[src/rtl/seg_scan_driver.sv]
// Time-multiplexed 8-digit seven-segment scan driver with a double-buffered frame.
// Optional blink support is compiled in with `define SEG_BLINK_EN.
module seg_scan_driver #(
    parameter int SCAN_DIV  = 100000,
    parameter int BLINK_DIV = 50000000
) (
    input  logic        clk,
    input  logic        rst,
    input  logic        en,
    input  logic [31:0] frame_data,
    input  logic [7:0]  dp_mask,
    input  logic [7:0]  blank_mask,
    input  logic [7:0]  blink_mask,
    input  logic        load,
    output logic        load_ack,
    output logic [7:0]  digit1,
    output logic [7:0]  digit2,
    output logic [7:0]  tube_sel
);

    localparam int CW = (SCAN_DIV > 2) ? $clog2(SCAN_DIV) : 1;
    localparam logic [CW-1:0] CNT_MAX = CW'(SCAN_DIV - 1);

    logic [CW-1:0] cnt_q, cnt_d;
    logic [1:0]    slot_q, slot_d;
    logic [31:0]   act_frame_q, act_frame_d, pend_frame_q, pend_frame_d;
    logic [7:0]    act_dp_q, act_dp_d, pend_dp_q, pend_dp_d;
    logic [7:0]    act_blank_q, act_blank_d, pend_blank_q, pend_blank_d;
    logic          pend_q, pend_d;
    logic          load_ack_q;
    logic [7:0]    digit1_q, digit1_d, digit2_q, digit2_d, tube_sel_q, tube_sel_d;
    logic          slot_start, cnt_wrap, commit;
    logic [7:0]    act_blink_d;
    logic          blink_on;
    logic [2:0]    lo_idx, hi_idx;

    function automatic logic [7:0] encode(input logic [3:0] nib);
        case (nib)
            4'h0: encode = 8'hFC;  4'h1: encode = 8'h60;
            4'h2: encode = 8'hDA;  4'h3: encode = 8'hF2;
            4'h4: encode = 8'h66;  4'h5: encode = 8'hB6;
            4'h6: encode = 8'hBE;  4'h7: encode = 8'hE0;
            4'h8: encode = 8'hFE;  4'h9: encode = 8'hF6;
            4'hA: encode = 8'hEE;  4'hB: encode = 8'h3E;
            4'hC: encode = 8'h9C;  4'hD: encode = 8'h7A;
            4'hE: encode = 8'h9E;  default: encode = 8'h8E;
        endcase
    endfunction

    function automatic logic [7:0] seg_of(input logic [3:0] nib, input logic dp,
                                          input logic blank, input logic blink_off);
        if (blank || blink_off) seg_of = 8'h00;
        else                    seg_of = encode(nib) | {7'b0, dp};
    endfunction

    assign slot_start = (cnt_q == '0);
    assign cnt_wrap   = (cnt_q == CNT_MAX);
    assign commit     = slot_start && (slot_q == 2'd0) && pend_q;

    assign cnt_d  = cnt_wrap ? '0 : cnt_q + 1'b1;
    assign slot_d = cnt_wrap ? slot_q + 2'd1 : slot_q;

    // On a load that coincides with commit, the older pending data moves to
    // active while the new data lands in pending and pend stays set.
    assign act_frame_d  = commit ? pend_frame_q : act_frame_q;
    assign act_dp_d     = commit ? pend_dp_q    : act_dp_q;
    assign act_blank_d  = commit ? pend_blank_q : act_blank_q;
    assign pend_frame_d = load ? frame_data : pend_frame_q;
    assign pend_dp_d    = load ? dp_mask    : pend_dp_q;
    assign pend_blank_d = load ? blank_mask : pend_blank_q;
    assign pend_d       = load | (pend_q & ~commit);

`ifdef SEG_BLINK_EN
    localparam int BW = (BLINK_DIV > 2) ? $clog2(BLINK_DIV) : 1;
    localparam logic [BW-1:0] BLINK_MAX = BW'(BLINK_DIV - 1);

    logic [BW-1:0] blink_cnt_q;
    logic          blink_on_q;
    logic [7:0]    act_blink_q, pend_blink_q;

    assign act_blink_d = commit ? pend_blink_q : act_blink_q;
    assign blink_on    = blink_on_q;

    always_ff @(posedge clk or negedge rst) begin
        if (!rst) begin
            blink_cnt_q  <= '0;
            blink_on_q   <= 1'b1;
            act_blink_q  <= '0;
            pend_blink_q <= '0;
        end else begin
            blink_cnt_q  <= (blink_cnt_q == BLINK_MAX) ? '0 : blink_cnt_q + 1'b1;
            blink_on_q   <= (blink_cnt_q == BLINK_MAX) ? ~blink_on_q : blink_on_q;
            act_blink_q  <= act_blink_d;
            pend_blink_q <= load ? blink_mask : pend_blink_q;
        end
    end
`else
    logic unused_blink;

    assign act_blink_d  = '0;
    assign blink_on     = 1'b1;
    assign unused_blink = ^blink_mask ^ (BLINK_DIV > 0);
`endif

    assign lo_idx = {1'b0, slot_q};
    assign hi_idx = {1'b1, slot_q};

    // Segments come from the next active frame so new data meets load_ack.
    always_comb begin
        digit1_d   = 8'h00;
        digit2_d   = 8'h00;
        tube_sel_d = 8'h00;
        if (en) begin
            digit1_d = seg_of(act_frame_d[{lo_idx, 2'b00} +: 4], act_dp_d[lo_idx],
                              act_blank_d[lo_idx], act_blink_d[lo_idx] & ~blink_on);
            digit2_d = seg_of(act_frame_d[{hi_idx, 2'b00} +: 4], act_dp_d[hi_idx],
                              act_blank_d[hi_idx], act_blink_d[hi_idx] & ~blink_on);
            if (!slot_start) tube_sel_d = 8'h11 << slot_q;
        end
    end

    always_ff @(posedge clk or negedge rst) begin
        if (!rst) begin
            // NOTE: the frame buffers are plain registers, not a RAM, so they
            // are reset; a pending frame must not survive reset.
            cnt_q        <= '0;
            slot_q       <= 2'd0;
            act_frame_q  <= '0;
            act_dp_q     <= '0;
            act_blank_q  <= '0;
            pend_frame_q <= '0;
            pend_dp_q    <= '0;
            pend_blank_q <= '0;
            pend_q       <= 1'b0;
            load_ack_q   <= 1'b0;
            digit1_q     <= '0;
            digit2_q     <= '0;
            tube_sel_q   <= '0;
        end else begin
            // NOTE: non-blocking assignments keep every register sampling the
            // pre-edge state, independent of statement order.
            cnt_q        <= cnt_d;
            slot_q       <= slot_d;
            act_frame_q  <= act_frame_d;
            act_dp_q     <= act_dp_d;
            act_blank_q  <= act_blank_d;
            pend_frame_q <= pend_frame_d;
            pend_dp_q    <= pend_dp_d;
            pend_blank_q <= pend_blank_d;
            pend_q       <= pend_d;
            load_ack_q   <= commit;
            digit1_q     <= digit1_d;
            digit2_q     <= digit2_d;
            tube_sel_q   <= tube_sel_d;
        end
    end

    assign load_ack = load_ack_q;
    assign digit1   = digit1_q;
    assign digit2   = digit2_q;
    assign tube_sel = tube_sel_q;

endmodule

[config.mk]
export PLATFORM = sky130hd
export DESIGN_NAME = seg_scan_driver
export DESIGN_NICKNAME = d
export VERILOG_FILES = /design/src/rtl/seg_scan_driver.sv
export SDC_FILE = /design/constraint.sdc
export NUM_CORES = 1
export LEC_CHECK = 0
export ABC_AREA = 1
export BUFFER_PORTS_ARGS = -buffer_cell sky130_fd_sc_hd__buf_2
export CAP_MARGIN = 20
export CORE_MARGIN = 3
export CORE_UTILIZATION = 58
export DETAILED_ROUTE_END_ITERATION = 12
export PLACE_DENSITY = 0.83
export SYNTH_ARGS = -nofsm -noshare
export SYNTH_HDL_FRONTEND = slang
export SYNTH_SLANG_ARGS = --single-unit
[constraint.sdc]
create_clock -name clk -period 3.45 [get_ports clk]
set_clock_uncertainty 0.05 [all_clocks]
set_input_delay 0 -clock clk [delete_from_list [all_inputs] [get_ports clk]]
set_output_delay 0 -clock clk [all_outputs]
set_load 0.01 [all_outputs]
=== Yosys cells after proc, flatten, opt, wreduce, memory -nomap -nowiden ===
Memories as Yosys holds them, arrays and structs flattened.
Cells that the tools add are included.

* Add/subtract/negate cells: 2
* Magnitude comparators: 2
* Eq/ne operators: 1
* Shift operators: 3
* Multiplexer cells: 22
* Bitwise gates (word level): 5
* Reduce and logical (&&, ||, !) cells: 4

{| class="wikitable"
|+ Operators by type and width
! operator !! number
|-
| 8-bit 2-to-1 mux || 12
|-
| 32-bit 2-to-1 mux || 1
|-
| 32-bit by 5-bit variable part select with 4-bit output || 1
|-
| 32-bit by 6-bit variable part select with 4-bit output || 1
|-
| 17-bit by 1-bit adder with 17-bit output, second input constant || 1
|-
| 17-bit == test, second input constant || 1
|-
| 17-bit zero test || 1
|-
| 17-bit 2-to-1 mux || 1
|-
| 8-bit by 1-bit bitwise OR with 8-bit output || 2
|-
| 1-bit binary-select mux with 2-bit select || 4
|-
| 5-bit by 2-bit << shifter with 8-bit output, first input constant || 1
|-
| 2-bit by 4-bit less-than comparator with 1-bit output, second input constant || 1
|-
| 3-bit by 4-bit less-than comparator with 1-bit output, second input constant || 1
|-
| 1-bit 2-to-1 mux || 4
|-
| 2-bit by 1-bit adder with 2-bit output, second input constant || 1
|-
| 1-bit logical AND || 2
|-
| 2-bit zero test || 1
|-
| 1-bit bitwise AND || 1
|-
| 1-bit NOT || 1
|-
| 1-bit bitwise OR || 1
|}

* Register bits: 141
* Bits in read-only memories: 224
* Input port bits: 60
* Output and inout port bits: 25
* Word-level logic and storage cells: 54
* Memories: 2

{| class="wikitable"
|+ Memories
! name !! depth !! bits a word !! rd ports !! clocked after Yosys merged registers in !! write ports !! RTL line !! RTL
|-
| (no name shown) || 16 || 7 || 1 || 0 || 0 || 38 || <nowiki>case (nib)</nowiki>
|-
| (no name shown) || 16 || 7 || 1 || 0 || 0 || 38 ||
|}

=== Longest topological paths before layout ===
Gate-level depths: netlist of the first run.

* Depth after elaboration: 11
* Gate-level depth with buffers: 20
* Depth with buffers taken out: 20

=== Worst setup path before layout of the first run ===
OpenSTA, ideal clock, no wires.

* Kind: reg2reg
* Start point: reg slot_q[1]
* End point: reg digit2_q[4], in the netlist digit2[4]
* Setup time: 0.071 ns
* Arrival time: 2.638 ns
* Data required time: 3.329 ns
* Path slack: 0.691 ns
* Stages on the path, launching flop included: 19
* Path buffers: 3
* Clock period less this slack: 2.759 ns
* Cell sequence: dfrtp_1 -> buf_2 -> clkinv_1 -> buf_2 -> ha_1 -> inv_1 -> nor2_8 -> buf_6 -> nand3_1 -> nand3_1 -> nand3_1 -> nand2_1 -> inv_1 -> ha_1 -> inv_1 -> nand3_1 -> nand3_1 -> nand2_1 -> nor2_1

* Longest elaborated chain between the ends: 11

{| class="wikitable"
|+ RTL lines
! element !! RTL line !! RTL
|-
| from (decl) || 25 || <nowiki>logic [1:0] slot_q, slot_d;</nowiki>
|-
| from (signal assigned) || 143 || <nowiki>slot_q <= slot_d;</nowiki>
|-
| 2-bit zero test || 58 || <nowiki>assign commit = slot_start && (slot_q == 2'd0) && pend_q;</nowiki>
|-
| 1-bit logical AND (2 in a row) || 58 ||
|-
| 32-bit 2-to-1 mux || 65 || <nowiki>assign act_frame_d = commit ? pend_frame_q : act_frame_q;</nowiki>
|-
| 32-bit by 6-bit variable part select with 4-bit output || 116 || <nowiki>digit2_d = seg_of(act_frame_d[{hi_idx, 2'b00} +: 4], act_dp_d[hi_idx],</nowiki>
|-
| memory 16 x 7 bit || -- ||
|-
| 8-bit 2-to-1 mux || 52 || <nowiki>if (blank || blink_off) seg_of = 8'h00;</nowiki>
|-
| 8-bit 2-to-1 mux || 113 || <nowiki>if (en) begin</nowiki>
|-
| 8-bit by 1-bit bitwise OR with 8-bit output || 53 || <nowiki>else seg_of = encode(nib) | {7'b0, dp};</nowiki>
|-
| 8-bit 2-to-1 mux (*) || 52 ||
|-
| 8-bit 2-to-1 mux (*) || 113 ||
|-
| via digit2_d[4] || 31 || <nowiki>logic [7:0] digit1_q, digit1_d, digit2_q, digit2_d, tube_sel_q, tube_sel_d;</nowiki>
|-
| to (signal assigned) || 153 || <nowiki>digit2_q <= digit2_d;</nowiki>
|-
| to (decl) || 31 ||
|}

The timed path passes the listed nets; every way through them passes the cells marked *. The select of a mux whose other input is x is not followed.
A chain may end at the register's enable or synchronous reset.

=== Worst setup path in the final report of the first run ===
* Start point: reg cnt_q[0]
* End point: reg digit2_q[7], in the netlist digit2[7]

* Longest elaborated chain between the ends: 11

{| class="wikitable"
|+ RTL lines
! element !! RTL line !! RTL
|-
| from (decl) || 24 || <nowiki>logic [CW-1:0] cnt_q, cnt_d;</nowiki>
|-
| from (signal assigned) || 142 || <nowiki>cnt_q <= cnt_d;</nowiki>
|-
| 17-bit zero test || 56 || <nowiki>assign slot_start = (cnt_q == '0);</nowiki>
|-
| 1-bit logical AND (2 in a row) || 58 ||
|-
| 32-bit 2-to-1 mux || 65 ||
|-
| via act_frame_d[16] || 26 || <nowiki>logic [31:0] act_frame_q, act_frame_d, pend_frame_q, pend_frame_d;</nowiki>
|-
| 32-bit by 6-bit variable part select with 4-bit output || 116 ||
|-
| memory 16 x 7 bit || -- ||
|-
| 8-bit 2-to-1 mux || 52 ||
|-
| 8-bit 2-to-1 mux || 113 ||
|-
| 8-bit by 1-bit bitwise OR with 8-bit output || 53 ||
|-
| 8-bit 2-to-1 mux || 52 ||
|-
| 8-bit 2-to-1 mux || 113 ||
|-
| via digit2_d[7] || 31 ||
|}

The timed path passes the listed nets, and every way through them passes these cells. The select of a mux whose other input is x is not followed.

==> impl_metrics.env, run 1 <==
export IMPL_outcome="completed"
export IMPL_cts_buffers=17
export IMPL_vias=5553
export IMPL_cts_clk_slew_worst_paths_ns=0.06
export IMPL_ys_top_cells_by_area="dfrtp_1 (50%), nand2_1 (11%), nand3_1 (7.6%), inv_1 (5.1%), mux2_2 (3.8%)"
export IMPL_avgSynthCellArea_sq_um=8.71
export IMPL_rows=38
export IMPL_first_iter_violations=350
export IMPL_drive_gt1_share_pct=20.4
export IMPL_grt_pass1_wl_mm=26.6
export IMPL_max_slew_margin_pct=48.9
export IMPL_clk_insertion_delay_late_ns=0.42
export IMPL_cp_required_ns=3.71
export IMPL_critical_path_class="register to register"
export IMPL_gr_total_overflow=0
export IMPL_yosys_register_bits=137
export IMPL_initial_core_util_pct=60.9
export IMPL_setup_violations=0
export IMPL_antenna_left=0
export IMPL_worst_setup_path_end_kind="register"
export IMPL_clkSinkCount=137
export IMPL_synthArstFlopShare_pct=100
export IMPL_crit_fanout=17
export IMPL_syn_inst=782
export IMPL_port_buffers=76
export IMPL_rsz0062_at_grt="false"
export IMPL_arrival_ns=3.20
export IMPL_worst_pin_slew_ns=0.767
export IMPL_fin_crit_sh_pct=85.2
export IMPL_finalMaxSlewViolations=0
export IMPL_nets=979
export IMPL_tns_ns=0
export IMPL_r2r_setup_slack_ns=0.51
export IMPL_wirelength_mm=15.6
export IMPL_area_delta_synth_final_pct=22.5
export IMPL_synth_top_area_share_pct=50.4
export IMPL_wl_per_cell_um=14.8
export IMPL_grt_pass1_vias=5620
export IMPL_cts_tree="done"
export IMPL_root_buffer="clkbuf_16"
export IMPL_drc_errors=0
export IMPL_max_cap_violations=0
export IMPL_max_freq_mhz=340
export IMPL_grt_max_degree=84
export IMPL_gp_congestion=0.875
export IMPL_synth_seq_area_share_pct=50.4
export IMPL_die_w_um=114
export IMPL_htree_levels=4
export IMPL_die_area_sq_um=13100
export IMPL_synth_most_common_cell="nand2_1"
export IMPL_ys_types=39
export IMPL_fin_hold_ws_ns=0.135
export IMPL_ios=85
export IMPL_p_per_area_nw_per_um2=485
export IMPL_synth_edff_count=0
export IMPL_grt_use_total_pct=25.8
export IMPL_syn_area_sq_um=6810
export IMPL_via_per_inst=5.27
export IMPL_coreArea_sq_um=11200
export IMPL_synth_ff_type="dfrtp_1"
export IMPL_first_pass_iters=5
export IMPL_ys_top_cells_by_count="nand2_1 (201), dfrtp_1 (137), nand3_1 (104), inv_1 (92), nor2_1 (46)"
export IMPL_holdCritPathClass="input port to asynchronous set/reset pin"
export IMPL_fin_crit_ns=2.94
export IMPL_synth_nets=860
export IMPL_clk_path_buf_depth=2
export IMPL_antenna_found_initial=0
export IMPL_post_dp_hpwl_mm=9.40
export IMPL_die_h_um=114
export IMPL_hold_viol=0
export IMPL_leakagePower_uw=0.00438
export IMPL_yosysWarnings=0
export IMPL_critPathLaunchType="register"
export IMPL_synth_top_area_cell="dfrtp_1"
export IMPL_n_antenna_cell=0
export IMPL_max_vdd_ir_drop_v=0.000428
[flip-flops by register name, indices dropped and copies added, names as in the netlist]
| name | count |
|---|---|
| slot_q | 2 |
| act_frame_q | 32 |
| digit2 | 8 |
| load_ack | 1 |
| act_dp_q | 8 |
| tube_sel | 4 |
| digit1 | 8 |
| pend_frame_q | 32 |
| pend_dp_q | 8 |
| pend_blank_q | 8 |
| pend_q | 1 |
| cnt_q | 17 |
| act_blank_q | 8 |
[routing by layer]
| layer | share of wire (%) | up-vias | track usage (%) |
|---|---|---|---|
| met5 | 0 | - | 0 |
| met1 | 43 | 2620 | 34.0 |
| met3 | 5.5 | 28 | 4.97 |
| met2 | 49 | 183 | 42.4 |
| met4 | 1.7 | 0 | 10.1 |
| li1 | - | 2722 | - |
[worst max-delay path, cell delays in order (launching register included)]
cell	delay (ns)
dfrtp_1	0.42
inv_1	0.09
ha_1	0.14
inv_1	0.03
nor2_1	0.07
nand2_1	0.12
nor2_1	0.18
nand4_2	0.13
inv_2	0.27
nand2_1	0.12
nand2_1	0.11
nand2_1	0.07
nand3_1	0.09
nand2_1	0.18
inv_1	0.14
ha_1	0.25
inv_1	0.06
nand3_1	0.10
nand2_1	0.07
nor2_1	0.09
nor2_1	0.05
[stage by stage]
stage | std cells | utilization [%] | power, uW | cell area (sq um) | worst slack (ns)
4_1_cts | 1054 | 74.6 | 4060 | 8340 | 0.512
2_1_floorplan | 782 | - | 1960 | 6810 | 0.691
6_report | 1054 | 74.6 | 4040 | 8340 | 0.510
3_3_place_gp | 972 | 64.5 | 2080 | 7200 | 0.675
3_5_place_dp | 972 | 64.5 | 2090 | 7200 | 0.574
5_1_grt | 1054 | 74.6 | 4200 | 8340 | 0.133
[area by class of cell]
cell class	count	area, sq um
clock buffer	18	439
clock inverter	14	198
fill	760	2830
inverter	95	357
multi-input combinational	514	2780
sequential	137	3430
tap	140	175
timing repair buffer	136	962
[final timing paths]
| check | depth (start not counted) | end | from |
|---|---|---|---|
| max | 20 | digit2[7]$_DFF_PN0_ | cnt_q[0]$_DFF_PN0_ |
| min | 2 | act_frame_q[13]$_DFF_PN0_ | rst |
| max reg2reg | 20 | digit2[7]$_DFF_PN0_ | cnt_q[0]$_DFF_PN0_ |
| min reg2reg | 2 | act_blank_q[5]$_DFF_PN0_ | act_blank_q[5]$_DFF_PN0_ |
| max in group asynchronous | 3 | act_blank_q[3]$_DFF_PN0_ | rst |
| min in group clk | 4 | pend_frame_q[9]$_DFFE_PN0P_ | load |
[layout by cell type (no fill, tap or decap), types with 12 or more instances in the layout]
| master | netlist | final |
|---|---|---|
| nand2_1 | 201 | 201 |
| dfrtp_1 | 137 | 137 |
| nand3_1 | 104 | 104 |
| inv_1 | 92 | 92 |
| buf_2 | 9 | 75 |
| dlygate4sd3_1 | 0 | 50 |
| nor2_1 | 46 | 46 |
| o21ai_0 | 31 | 31 |
| mux2_2 | 23 | 23 |
| ha_1 | 18 | 18 |
| clkbuf_16 | 0 | 17 |
| nand2_2 | 13 | 13 |
| a21oi_1 | 13 | 13 |
| nand3_2 | 12 | 12 |
[what timing repair did]
| item | in CTS | in global routing |
|---|---|---|
| endpoints found under the hold margin | 133 | 0 |
| setup buffers | 0 | 0 |
| hold buffers | 50 | 0 |
| gates resized for setup | 0 | 0 |
[power by group]
| part | internal [uW] | switching (uW) |
|---|---|---|
| Sequential | 1710 | 41.3 |
| Combinational | 160 | 203 |
| Clock | 1230 | 700 |
| Total | 3100 | 944 |
[cell families after synthesis]
| family | after synthesis | share of synthesized area, % |
|---|---|---|
| AO/OA/AOI/OAI | 59 | 4.63 |
| multiplexers | 23 | 3.80 |
| AND/OR/NAND/NOR | 409 | 28.5 |
| adder cells (fa/ha/maj) | 18 | 3.31 |
| buffers and inverters | 131 | 8.79 |
| flip-flops | 137 | 50.4 |
| XOR/XNOR | 5 | 0.643 |
(Power assumes the default switching activity.)
==> inputs of run 2 (changes only) <==
--- a/config.mk
+++ b/config.mk
@@ -14,2 +14,3 @@
 export PLACE_DENSITY = 0.83
+export SLEW_MARGIN = 20
 export SYNTH_ARGS = -nofsm -noshare
==> constraint.sdc (replaced) <==
create_clock -name clk -period 3.45 [get_ports clk]
set_clock_uncertainty 0.05 [all_clocks]
set_input_delay 0.345 -clock clk [delete_from_list [all_inputs] [get_ports clk]]
set_output_delay 0.345 -clock clk [all_outputs]
set_load 0.01 [all_outputs]
==> impl_metrics.env, run 2 (synthesis results as in run 1) <==
export IMPL_root_buffer="clkbuf_16"
export IMPL_cp_required_ns=3.74
export IMPL_nets=929
export IMPL_max_cap_violations=0
export IMPL_cts_tree="done"
export IMPL_fill_cells=842
export IMPL_drc_errors=0
export IMPL_fin_crit_sh_pct=84.1
export IMPL_worst_setup_path_end_kind="register"
export IMPL_worst_pin_slew_ns=0.893
export IMPL_design_area_sq_um=7760
export IMPL_antenna_left=0
export IMPL_p_per_area_nw_per_um2=482
export IMPL_coreArea_sq_um=11200
export IMPL_die_h_um=114
export IMPL_holdCritPathClass="input port to asynchronous set/reset pin"
export IMPL_final_common_cell="nand2_1"
export IMPL_finalMaxSlewViolations=0
export IMPL_violations="negative hold slack"
export IMPL_cts_clk_slew_worst_paths_ns=0.05
export IMPL_grt_pass1_wl_mm=24.6
export IMPL_clk_path_buf_depth=2
export IMPL_power_share_clock_pct=44.8
export IMPL_critical_path_class="register to register"
export IMPL_clk_insertion_delay_late_ns=0.41
export IMPL_p_sw_uw=871
export IMPL_fin_crit_ns=2.90
export IMPL_gp_congestion=0.854
export IMPL_wirelength_mm=14.4
export IMPL_port_buffers=76
export IMPL_ctsHoldBuffers=0
export IMPL_via_per_inst=5.26
export IMPL_area_delta_synth_final_pct=14.1
export IMPL_swShare_pct=23.3
export IMPL_antenna_found_initial=1
export IMPL_die_area_sq_um=13100
export IMPL_initial_core_util_pct=60.9
export IMPL_htree_levels=4
export IMPL_post_dp_hpwl_mm=9.35
export IMPL_dp_cells=972
export IMPL_cts_resized_gates=0
export IMPL_drive_gt1_share_pct=21.1
export IMPL_grt_pass1_vias=5327
export IMPL_first_pass_iters=5
export IMPL_first_iter_violations=332
export IMPL_ios=85
export IMPL_tns_ns=0
export IMPL_seqPwrFrac_pct=46.8
export IMPL_leakagePower_uw=0.00415
export IMPL_grt_use_total_pct=23.9
export IMPL_n_antenna_cell=0
export IMPL_gr_total_overflow=0
export IMPL_cts_setup_buffers=0
export IMPL_outcome="complete, but fails checks"
export IMPL_max_freq_mhz=345
export IMPL_setup_violations=0
export IMPL_layout_common_cells="nand2_1 (201), dfrtp_1 (137), nand3_1 (104), inv_1 (92), buf_2 (75)"
export IMPL_arrival_ns=3.19
export IMPL_regArea_sq_um=3430
export IMPL_hold_viol=24
export IMPL_critPathLaunchType="register"
export IMPL_die_w_um=114
export IMPL_wl_per_cell_um=14.3
export IMPL_grt_max_degree=101
export IMPL_crit_fanout=26
export IMPL_rows=38
export IMPL_layout_cells_non_filler=1003
export IMPL_max_vdd_ir_drop_v=0.000419
export IMPL_fin_hold_ws_ns=-0.0351
export IMPL_clkSinkCount=137
export IMPL_multi_input_area_sq_um=2780
export IMPL_internal_power_uw=2870
export IMPL_vias=5279
export IMPL_max_slew_margin_pct=40.5
export IMPL_reg_top3="act_frame_q x32, pend_frame_q x32, cnt_q x17"
export IMPL_placed_area_sq_um=7220
export IMPL_p_comb_share_pct=8.4
export IMPL_p_total_uw=3740
export IMPL_cts_buffers=17
export IMPL_rsz0062_at_grt="false"
run 2: changes by cell type in the layout (fill, tap and decap cells not counted), sizes merged:
cell         change
dlygate4sd3     -50
clkbuf           +5
clkinvlp         -4
bufinv           -3
clkinv           +2
inv              -1
run 2: area by class of cell:
type / instances / share of cell area, %
Tap cell: 140 / 2.26
Sequential cell: 137 / 44.2
Timing Repair Buffer: 86 / 6.11
Clock buffer: 23 / 6.16
Inverter: 95 / 4.59
Multi-Input combinational cell: 514 / 35.8
Clock inverter: 8 / 0.918
run 2: critical path, stage by stage (launching register included):
cell and delay (ns):
dfrtp_1 0.41, inv_1 0.07, ha_1 0.14, inv_1 0.04, nor2_1 0.08, nand2_1 0.11, nor2_4 0.16, nand2_4 0.09
nor2_8 0.35, nand3_1 0.14, nand3_1 0.11, nand3_1 0.08, nand2_1 0.22, inv_1 0.10, ha_1 0.27, inv_1 0.08
nand3_1 0.09, nand3_1 0.10, nand2_1 0.05, nor2_1 0.08
run 2: per-layer routing:
layer	wire (um)	share of wire (%)	vias up	track usage [%]
met5	13	0.090	-	0
met4	350	2.4	2	10.5
met3	900	6.3	27	6.45
met2	6830	47	175	37.6
met1	6290	44	2463	31.2
li1	-	-	2612	-
run 2: worst paths after layout:
path | from | end | slack [ns] | depth (start not counted)
min | rst | act_dp_q[3]$_DFF_PN0_ | -0.04 | 1
max in group asynchronous | rst | digit2[4]$_DFF_PN0_ | 2.54 | 2
min in group clk | dp_mask[4] | pend_dp_q[4]$_DFFE_PN0P_ | 0.09 | 3
max reg2reg | cnt_q[0]$_DFF_PN0_ | digit2[4]$_DFF_PN0_ | 0.55 | 19
min reg2reg | act_blank_q[5]$_DFF_PN0_ | act_blank_q[5]$_DFF_PN0_ | 0.42 | 2
max | cnt_q[0]$_DFF_PN0_ | digit2[4]$_DFF_PN0_ | 0.55 | 19
run 2: metrics by stage:
step                      setup WS [ns]  utilization (%)
final                             0.550             69.5
after global routing              0.176             69.5
after CTS                         0.545             69.5
after detailed placement          0.589             64.6
after global placement            0.647             64.6
after floorplan                   0.691                -
run 2: power by group through the flow:
stage / logic, uW / registers (uW) / clock network (uW)
final: 315 / 1750 / 1680
after global routing: 364 / 1760 / 1770
after CTS: 319 / 1750 / 1700
after detailed placement: 314 / 1780 / 0
after global placement: 305 / 1770 / 0
after floorplan: 188 / 1770 / 0
